**src/rtl/mem_access_ctrl.sv**
```systemverilog
// Load/store sequencer between execute and the data-memory port: legality and
// alignment checks, one aligned 64-bit req/gnt/rvalid transaction, timeout fault.
module mem_access_ctrl #(
    parameter int DATA_WIDTH     = 64,
    parameter int ADDR_WIDTH     = 64,
    parameter int TIMEOUT_CYCLES = 255
) (
    input  logic                  i_clk,
    input  logic                  i_arst_n,
    input  logic                  i_req_valid,
    output logic                  o_req_ready,
    input  logic                  i_req_we,
    input  logic [2:0]            i_func_3,
    input  logic [ADDR_WIDTH-1:0] i_addr,
    input  logic [DATA_WIDTH-1:0] i_wdata,
    output logic                  o_mem_req,
    input  logic                  i_mem_gnt,
    output logic                  o_mem_we,
    output logic [ADDR_WIDTH-1:0] o_mem_addr,
    output logic [DATA_WIDTH-1:0] o_mem_wdata,
    output logic [7:0]            o_mem_wstrb,
    input  logic                  i_mem_rvalid,
    input  logic [DATA_WIDTH-1:0] i_mem_rdata,
    output logic                  o_rsp_valid,
    input  logic                  i_rsp_ready,
    output logic [DATA_WIDTH-1:0] o_rsp_rdata,
    output logic [2:0]            o_rsp_func_3,
    output logic [2:0]            o_rsp_addr_offset,
    output logic                  o_load_addr_ma,
    output logic                  o_store_addr_ma,
    output logic                  o_illegal_instr,
    output logic                  o_access_fault
);

    // state | meaning
    // IDLE  | ready for a new access
    // REQ   | o_mem_req held until grant
    // WAIT  | granted, waiting for rvalid
    // RESP  | response held until i_rsp_ready

    localparam int CNT_W = $clog2(TIMEOUT_CYCLES + 1);
    localparam logic [CNT_W-1:0] CNT_LAST = CNT_W'(TIMEOUT_CYCLES - 1);

    typedef enum logic [1:0] {IDLE, REQ, WAIT, RESP} state_t;

    state_t state_q, state_d;

    logic                  we_q;
    logic [2:0]            func3_q;
    logic [2:0]            off_q;
    logic [ADDR_WIDTH-1:0] addr_q;
    logic [DATA_WIDTH-1:0] wdata_q;
    logic [7:0]            wstrb_q;
    logic [DATA_WIDTH-1:0] rdata_q;
    logic                  load_ma_q;
    logic                  store_ma_q;
    logic                  illegal_q;
    logic                  fault_q;
    logic [CNT_W-1:0]      cnt_q;

    logic       accept;
    logic       timeout_hit;
    logic       expire;
    logic [2:0] off_in;
    logic       illegal_in;
    logic       misalign_in;
    logic [7:0] strb_in;

    always_comb begin
        off_in      = i_addr[2:0];
        illegal_in  = i_req_we ? i_func_3[2] : (i_func_3 == 3'b111);
        misalign_in = 1'b0;
        strb_in     = 8'h00;
        case (i_func_3[1:0])
            2'b00: begin
                misalign_in = 1'b0;
                strb_in     = 8'h01 << off_in;
            end
            2'b01: begin
                misalign_in = off_in[0];
                strb_in     = 8'h03 << off_in;
            end
            2'b10: begin
                misalign_in = |off_in[1:0];
                strb_in     = 8'h0F << off_in;
            end
            default: begin
                misalign_in = |off_in;
                strb_in     = 8'hFF;
            end
        endcase
    end

    // Once the REQ+WAIT budget is used up the counter stays at or past
    // CNT_LAST, so a grant on the last cycle still leaves one WAIT cycle.
    assign timeout_hit = (cnt_q >= CNT_LAST);

    always_ff @(posedge i_clk or negedge i_arst_n) begin
        if (!i_arst_n) begin
            state_q <= IDLE;
        end else begin
            state_q <= state_d;
        end
    end

    always_comb begin
        state_d = state_q;
        accept  = 1'b0;
        expire  = 1'b0;
        case (state_q)
            IDLE: begin
                if (i_req_valid) begin
                    accept  = 1'b1;
                    state_d = (illegal_in || misalign_in) ? RESP : REQ;
                end
            end
            REQ: begin
                if (i_mem_gnt) begin
                    state_d = WAIT;
                end else if (timeout_hit) begin
                    expire  = 1'b1;
                    state_d = RESP;
                end
            end
            WAIT: begin
                if (i_mem_rvalid) begin
                    state_d = RESP;
                end else if (timeout_hit) begin
                    expire  = 1'b1;
                    state_d = RESP;
                end
            end
            RESP: begin
                if (i_rsp_ready) begin
                    state_d = IDLE;
                end
            end
            default: state_d = IDLE;
        endcase
    end

    always_ff @(posedge i_clk or negedge i_arst_n) begin
        if (!i_arst_n) begin
            we_q       <= 1'b0;
            func3_q    <= 3'b000;
            off_q      <= 3'b000;
            addr_q     <= '0;
            wdata_q    <= '0;
            wstrb_q    <= 8'h00;
            rdata_q    <= '0;
            load_ma_q  <= 1'b0;
            store_ma_q <= 1'b0;
            illegal_q  <= 1'b0;
            fault_q    <= 1'b0;
            cnt_q      <= '0;
        end else begin
            if (accept) begin
                we_q       <= i_req_we;
                func3_q    <= i_func_3;
                off_q      <= off_in;
                addr_q     <= {i_addr[ADDR_WIDTH-1:3], 3'b000};
                wdata_q    <= i_wdata << {off_in, 3'b000};
                wstrb_q    <= i_req_we ? strb_in : 8'h00;
                rdata_q    <= '0;
                illegal_q  <= illegal_in;
                load_ma_q  <= !illegal_in && misalign_in && !i_req_we;
                store_ma_q <= !illegal_in && misalign_in && i_req_we;
                fault_q    <= 1'b0;
                cnt_q      <= '0;
            end else if (state_q == REQ || state_q == WAIT) begin
                cnt_q <= cnt_q + 1'b1;
            end

            if (state_q == WAIT && i_mem_rvalid && !we_q) begin
                rdata_q <= i_mem_rdata;
            end

            if (expire) begin
                fault_q <= 1'b1;
            end

            if (state_q == RESP && i_rsp_ready) begin
                load_ma_q  <= 1'b0;
                store_ma_q <= 1'b0;
                illegal_q  <= 1'b0;
                fault_q    <= 1'b0;
            end
        end
    end

    assign o_req_ready       = (state_q == IDLE);
    assign o_mem_req         = (state_q == REQ);
    assign o_mem_we          = (state_q == REQ) && we_q;
    assign o_mem_addr        = addr_q;
    assign o_mem_wdata       = wdata_q;
    assign o_mem_wstrb       = wstrb_q;
    assign o_rsp_valid       = (state_q == RESP);
    assign o_rsp_rdata       = rdata_q;
    assign o_rsp_func_3      = func3_q;
    assign o_rsp_addr_offset = off_q;
    assign o_load_addr_ma    = load_ma_q;
    assign o_store_addr_ma   = store_ma_q;
    assign o_illegal_instr   = illegal_q;
    assign o_access_fault    = fault_q;

endmodule
```
**config.mk**
```make
export PLATFORM = sky130hd
export DESIGN_NAME = mem_access_ctrl
export DESIGN_NICKNAME = d
export VERILOG_FILES = /design/src/rtl/mem_access_ctrl.sv
export SDC_FILE = /design/constraint.sdc
export NUM_CORES = 1
export LEC_CHECK = 0
export ABC_AREA = 1
export BUFFER_PORTS_ARGS = -buffer_cell sky130_fd_sc_hd__buf_2
export CORE_AREA = 5 5 159 161
export CTS_CLUSTER_DIAMETER = 30
export DETAILED_ROUTE_END_ITERATION = 8
export DIE_AREA = 0 0 164 166
export PLACE_DENSITY = 0.8
export SLEW_MARGIN = 40
export SYNTH_ARGS = -nofsm -noshare
export SYNTH_HDL_FRONTEND = slang
export SYNTH_SLANG_ARGS = --single-unit
```
**constraint.sdc**
```tcl
create_clock -name i_clk -period 4.6 [get_ports i_clk]
set_input_delay 0.92 -clock i_clk [delete_from_list [all_inputs] [get_ports i_clk]]
set_output_delay 0.92 -clock i_clk [all_outputs]
set_load 0.01 [all_outputs]
```
# Word level (Yosys, flattened, before mapping)
# Index checks and enable logic that the tools add are counted.
# totals
regBits,218
out_inout_bits,214
# classes
n_reduce_logical,21
mux,30
eq_ne,8
n_shift,4
add_sub_neg,1
n_lt_le_gt_ge,1
# ops
op,count
2-to-1 mux 64 bit,2
<< shifter 64 x 6 -> 64 bit,1
2-to-1 mux 8 bit,3
one-hot mux 8 bit (3 select lines),1
2-to-1 mux 1 bit,15
2-to-1 mux 2 bit,6
"adder 8 x 1 -> 8 bit, second input constant",1
">= comparator 8 bit, second input constant",1
one-hot mux 2 bit (4 select lines),1
"<< shifter 1 x 3 -> 8 bit, first input constant",1
"<< shifter 2 x 3 -> 8 bit, first input constant",1
"<< shifter 4 x 3 -> 8 bit, first input constant",1
logical AND 1 bit,7
"== test 2 bit, second input constant",3
nonzero test 2 bit,3
"== test 2 x 1 -> 1 bit, second input constant",2
zero test 2 bit,2
"== test 3 bit, second input constant",1
zero test 1 bit,3
one-hot mux 1 bit (3 select lines),1
nonzero test 3 bit,1
OR reduction 3 bit,1
logical OR 1 bit,2
"!= test 2 x 1 -> 1 bit, second input constant",1
other kinds (4),4

# Longest topological paths before layout
# depth
word_depth,7
mapped_depth,10

# Worst setup path after synthesis
# Ideal clock, no wire load.
# synth_path
path_type,input to register
startpoint,in i_addr[0]
endpoint,reg wdata_q[58] (netlist: o_mem_wdata[58])
n_path_buf,3
arrival_time_ns,1.732
setup_time_ns,0.117
required_time_ns,4.483
path_slack_ns,2.750
path_stages,7
cell_sequence,buf_6 buf_4 buf_4 o211ai_1 nand3_1 nor2_1 nor2_1
# synth_between
elab_chain_len,1
# synth_lines
item,line,rtl
from (decl),14,"input logic [ADDR_WIDTH-1:0] i_addr,"
<< shifter 64 x 6 -> 64 bit,162,"wdata_q <= i_wdata << {off_in, 3'b000};"
to (signal assigned),162,
to (decl),52,logic [DATA_WIDTH-1:0] wdata_q;
# Every way passes these cells.
# A chain may end at the register's enable or synchronous reset.

# Worst setup path in the final report
# layout_path
startpoint,reg state_q[1]
endpoint,reg addr_q[48] (netlist: o_mem_addr[48])
# layout_between
elab_chain_len,2
# layout_lines
item,line,rtl
from (decl),46,"state_t state_q, state_d;"
from (signal assigned),102,state_q <= state_d;
zero test 2 bit,110,case (state_q)
2-to-1 mux 1 bit,110,
to (signal assigned),161,"addr_q <= {i_addr[ADDR_WIDTH-1:3], 3'b000};"
to (decl),51,logic [ADDR_WIDTH-1:0] addr_q;
# Every way passes these cells.

==> out/qor.yml <==
route:
  first_pass_iters: 7
  drc: 0
  wirelength_um: 35200
  wl_per_cell_um: 17.0
  avgViaCountPerCell: 5.04
  drt.antenna.violating_nets: 0
  vias: 10455
  drt_iter0_drc: 987
sta:
  maxSlewHeadroom_pct: 48.9
  finalSetupTns_ns: 0
  hold_slack_ns: 0.283
  fin_crit_sh_pct: 62.0
  maxSlewViolCount: 0
  setup_viol: 0
  hold_violations: 0
  fmax_ghz: 0.351
  period_needed_ns: 2.85
  setup_ws_ns: 1.75
  rsz0062_at_grt: "no"
  clock_skew_ns: 0.0204
  worst_slew_pin_slew_ns: 0.767
clock_tree:
  numCtsBuffers: 50
  clk_latency_ns: 0.55
  h-tree-depth: 2
  clk_path_buf_depth: 3
  cts-root-buf: "clkbuf_16"
  cts_sinks: 218
  hold_buffers: 0
  cts_tree: "done"
  post_cts_buffers: 0
  path_clk_slew_ns: 0.05
  cts_resized: 0
synth:
  synthTopCellsByArea: "dfrtp_1, nand2_1, o21ai_0"
  yosysWarningCount: 0
  synth_top_family_by_area: "simple AND/OR/NAND/NOR gates"
  syn-cell-area_sq_um: 10300
  synth-simple-area-share_pct: 26.5
  ys_seq_area_share_pct: 53.1
  synth_top_area_share_pct: 53.1
  synth-seq-cells: 218
  synth_fa_ha_area_share_pct: 1.34
  synth_top_area_cell: "dfrtp_1"
  synth_compound_area_share_pct: 11.0
  synthDistinctLibCells: 32
  syn_inst: 1305
  synthMuxAreaShare_pct: 0
  synth_xor_area_share_pct: 0
  avgSynthCellArea_sq_um: 7.87
floorplan:
  initial_core_util_pct: 43.1
  num_io_pins: 416
  die_h_um: 166
  fp.dieW_um: 164
  rows: 57
  dieArea_sq_um: 27200
  coreArea_sq_um: 23800
worst_setup_path:
  required_ns: 5.06
  crit_path_end_kind: "flip-flop"
  critical_path_class: "flip-flop to flip-flop"
  crit_path_start_kind: "flip-flop"
  cp.arrival_ns: 3.31
  cp_max_fo: 70
finish:
  final_common_cell: "nand2_1"
  final_design_area_no_fill_sq_um: 14400
  drive_gt1_share_pct: 30.1
  most-common-layout-cells: "nand2_1, buf_2, dfrtp_1, o21ai_0, inv_1"
  fin_cells: 2073
  nNetsFinal: 1915
  syn2layout_area_growth_pct: 40.0
placed_design:
  post-place-cells: 1974
  port_buffers: 412
  post-dp-hpwl_um: 24700
  place_area_sq_um: 12500
  place_congestion: 0.963
  pre_cts_ws_ns: 1.63
power:
  peakVddDrop_v: 0.000374
  p_per_area_nw_per_um2: 692
  leakagePower_uw: 0.00811
outcome:
  status: "finished clean"
grt:
  grt_pass1_wl_um: 54100
  grt_pass1_vias: 10042
  globalRouteOverflowTotal: 0
  antenna_found_initial: 6
  grt_max_degree: 153
  grt.total_usage_pct: 24.7
hold_path:
  hold_class: "input pin to asynchronous set/reset pin"
run:
  maxCapViolCount: 0
-- critical path: stages, from the launching register on --
cell     delay (ns)
dfrtp_1        0.43
inv_1          0.10
ha_1           0.31
nand2_4        0.38
inv_4          0.72
buf_4          0.54
nand2_1        0.13
nand2_1        0.09
-- final timing paths --
path / to / start / slack (ns) / cells past startpoint
worst max-delay path: o_mem_addr[48] / state_q[1] / 1.75 / 7
worst min-delay path: o_mem_wdata[39] / i_arst_n / 0.28 / 1
worst max register to register: o_mem_addr[48] / state_q[1] / 1.75 / 7
worst min register to register: o_mem_addr[10] / o_mem_addr[10] / 0.47 / 2
max in group asynchronous: o_mem_addr[28] / i_arst_n / 3.20 / 3
min in group i_clk: o_mem_addr[10] / o_mem_addr[10] / 0.47 / 2
-- per-stage QoR --
| stage | util (%) | total power, uW |
|---|---|---|
| after floorplan | - | 4750 |
| after global placement | 52.3 | 6030 |
| after detailed placement | 52.6 | 6130 |
| after CTS | 60.3 | 10000 |
| after global routing | 60.4 | 10500 |
| final | 60.4 | 9950 |
-- layer usage --
metal	track usage (%)	wire length, um	vias up
li1	-	-	4968
met1	30.9	13200	4758
met4	9.52	1200	0
met5	0	0	-
met2	39.9	16600	632
met3	7.89	4180	97
-- flip-flops by register name, indices dropped and copies added (netlist names) --
signal / flops
cnt_q: 8
o_access_fault: 1
o_illegal_instr: 1
o_load_addr_ma: 1
o_mem_addr: 61
o_mem_wdata: 64
o_mem_wstrb: 8
o_rsp_addr_offset: 3
o_rsp_func_3: 3
o_rsp_rdata: 64
o_store_addr_ma: 1
state_q: 2
we_q: 1
-- cells by family after synthesis --
| logic type | Yosys count |
|---|---|
| AO/OA/AOI/OAI | 205 |
| adder cells (fa/ha/maj) | 11 |
| buffers and inverters | 189 |
| flip-flops | 218 |
| other | 1 |
| AND/OR/NAND/NOR | 681 |
-- final cells by class --
class | instances | area, sq um
Inverter | 108 | 410
Tap cell | 324 | 405
Multi-Input combinational cell | 900 | 4040
Clock inverter | 32 | 492
Clock buffer | 61 | 1330
Fill cell | 2067 | 9440
Antenna cell | 6 | 15.0
Sequential cell | 218 | 5460
Timing Repair Buffer | 424 | 2230
-- power breakdown --
part,leakage [uW],internal [uW],switching (uW)
Clock,0.000887,2680,1150
Sequential,0.00278,2690,444
Combinational,0.00444,1120,1860
Total,0.00811,6490,3460
-- Yosys cell counts (all sizes together) --
library cell,instances
a22oi,1
o21a,1
ha,11
nand4,2
nor3b,1
nand2,485
a21oi,40
nand3,101
a31oi,17
a22o,7
o211ai,5
nor2,89
o22ai,3
o21ai,121
conb,1
a21o,3
a211oi,1
buf,56
inv,108
a32o,6
nor3,3
dfrtp,218
clkbuf,25
Note: power is estimated with default switching activity, not from simulation.
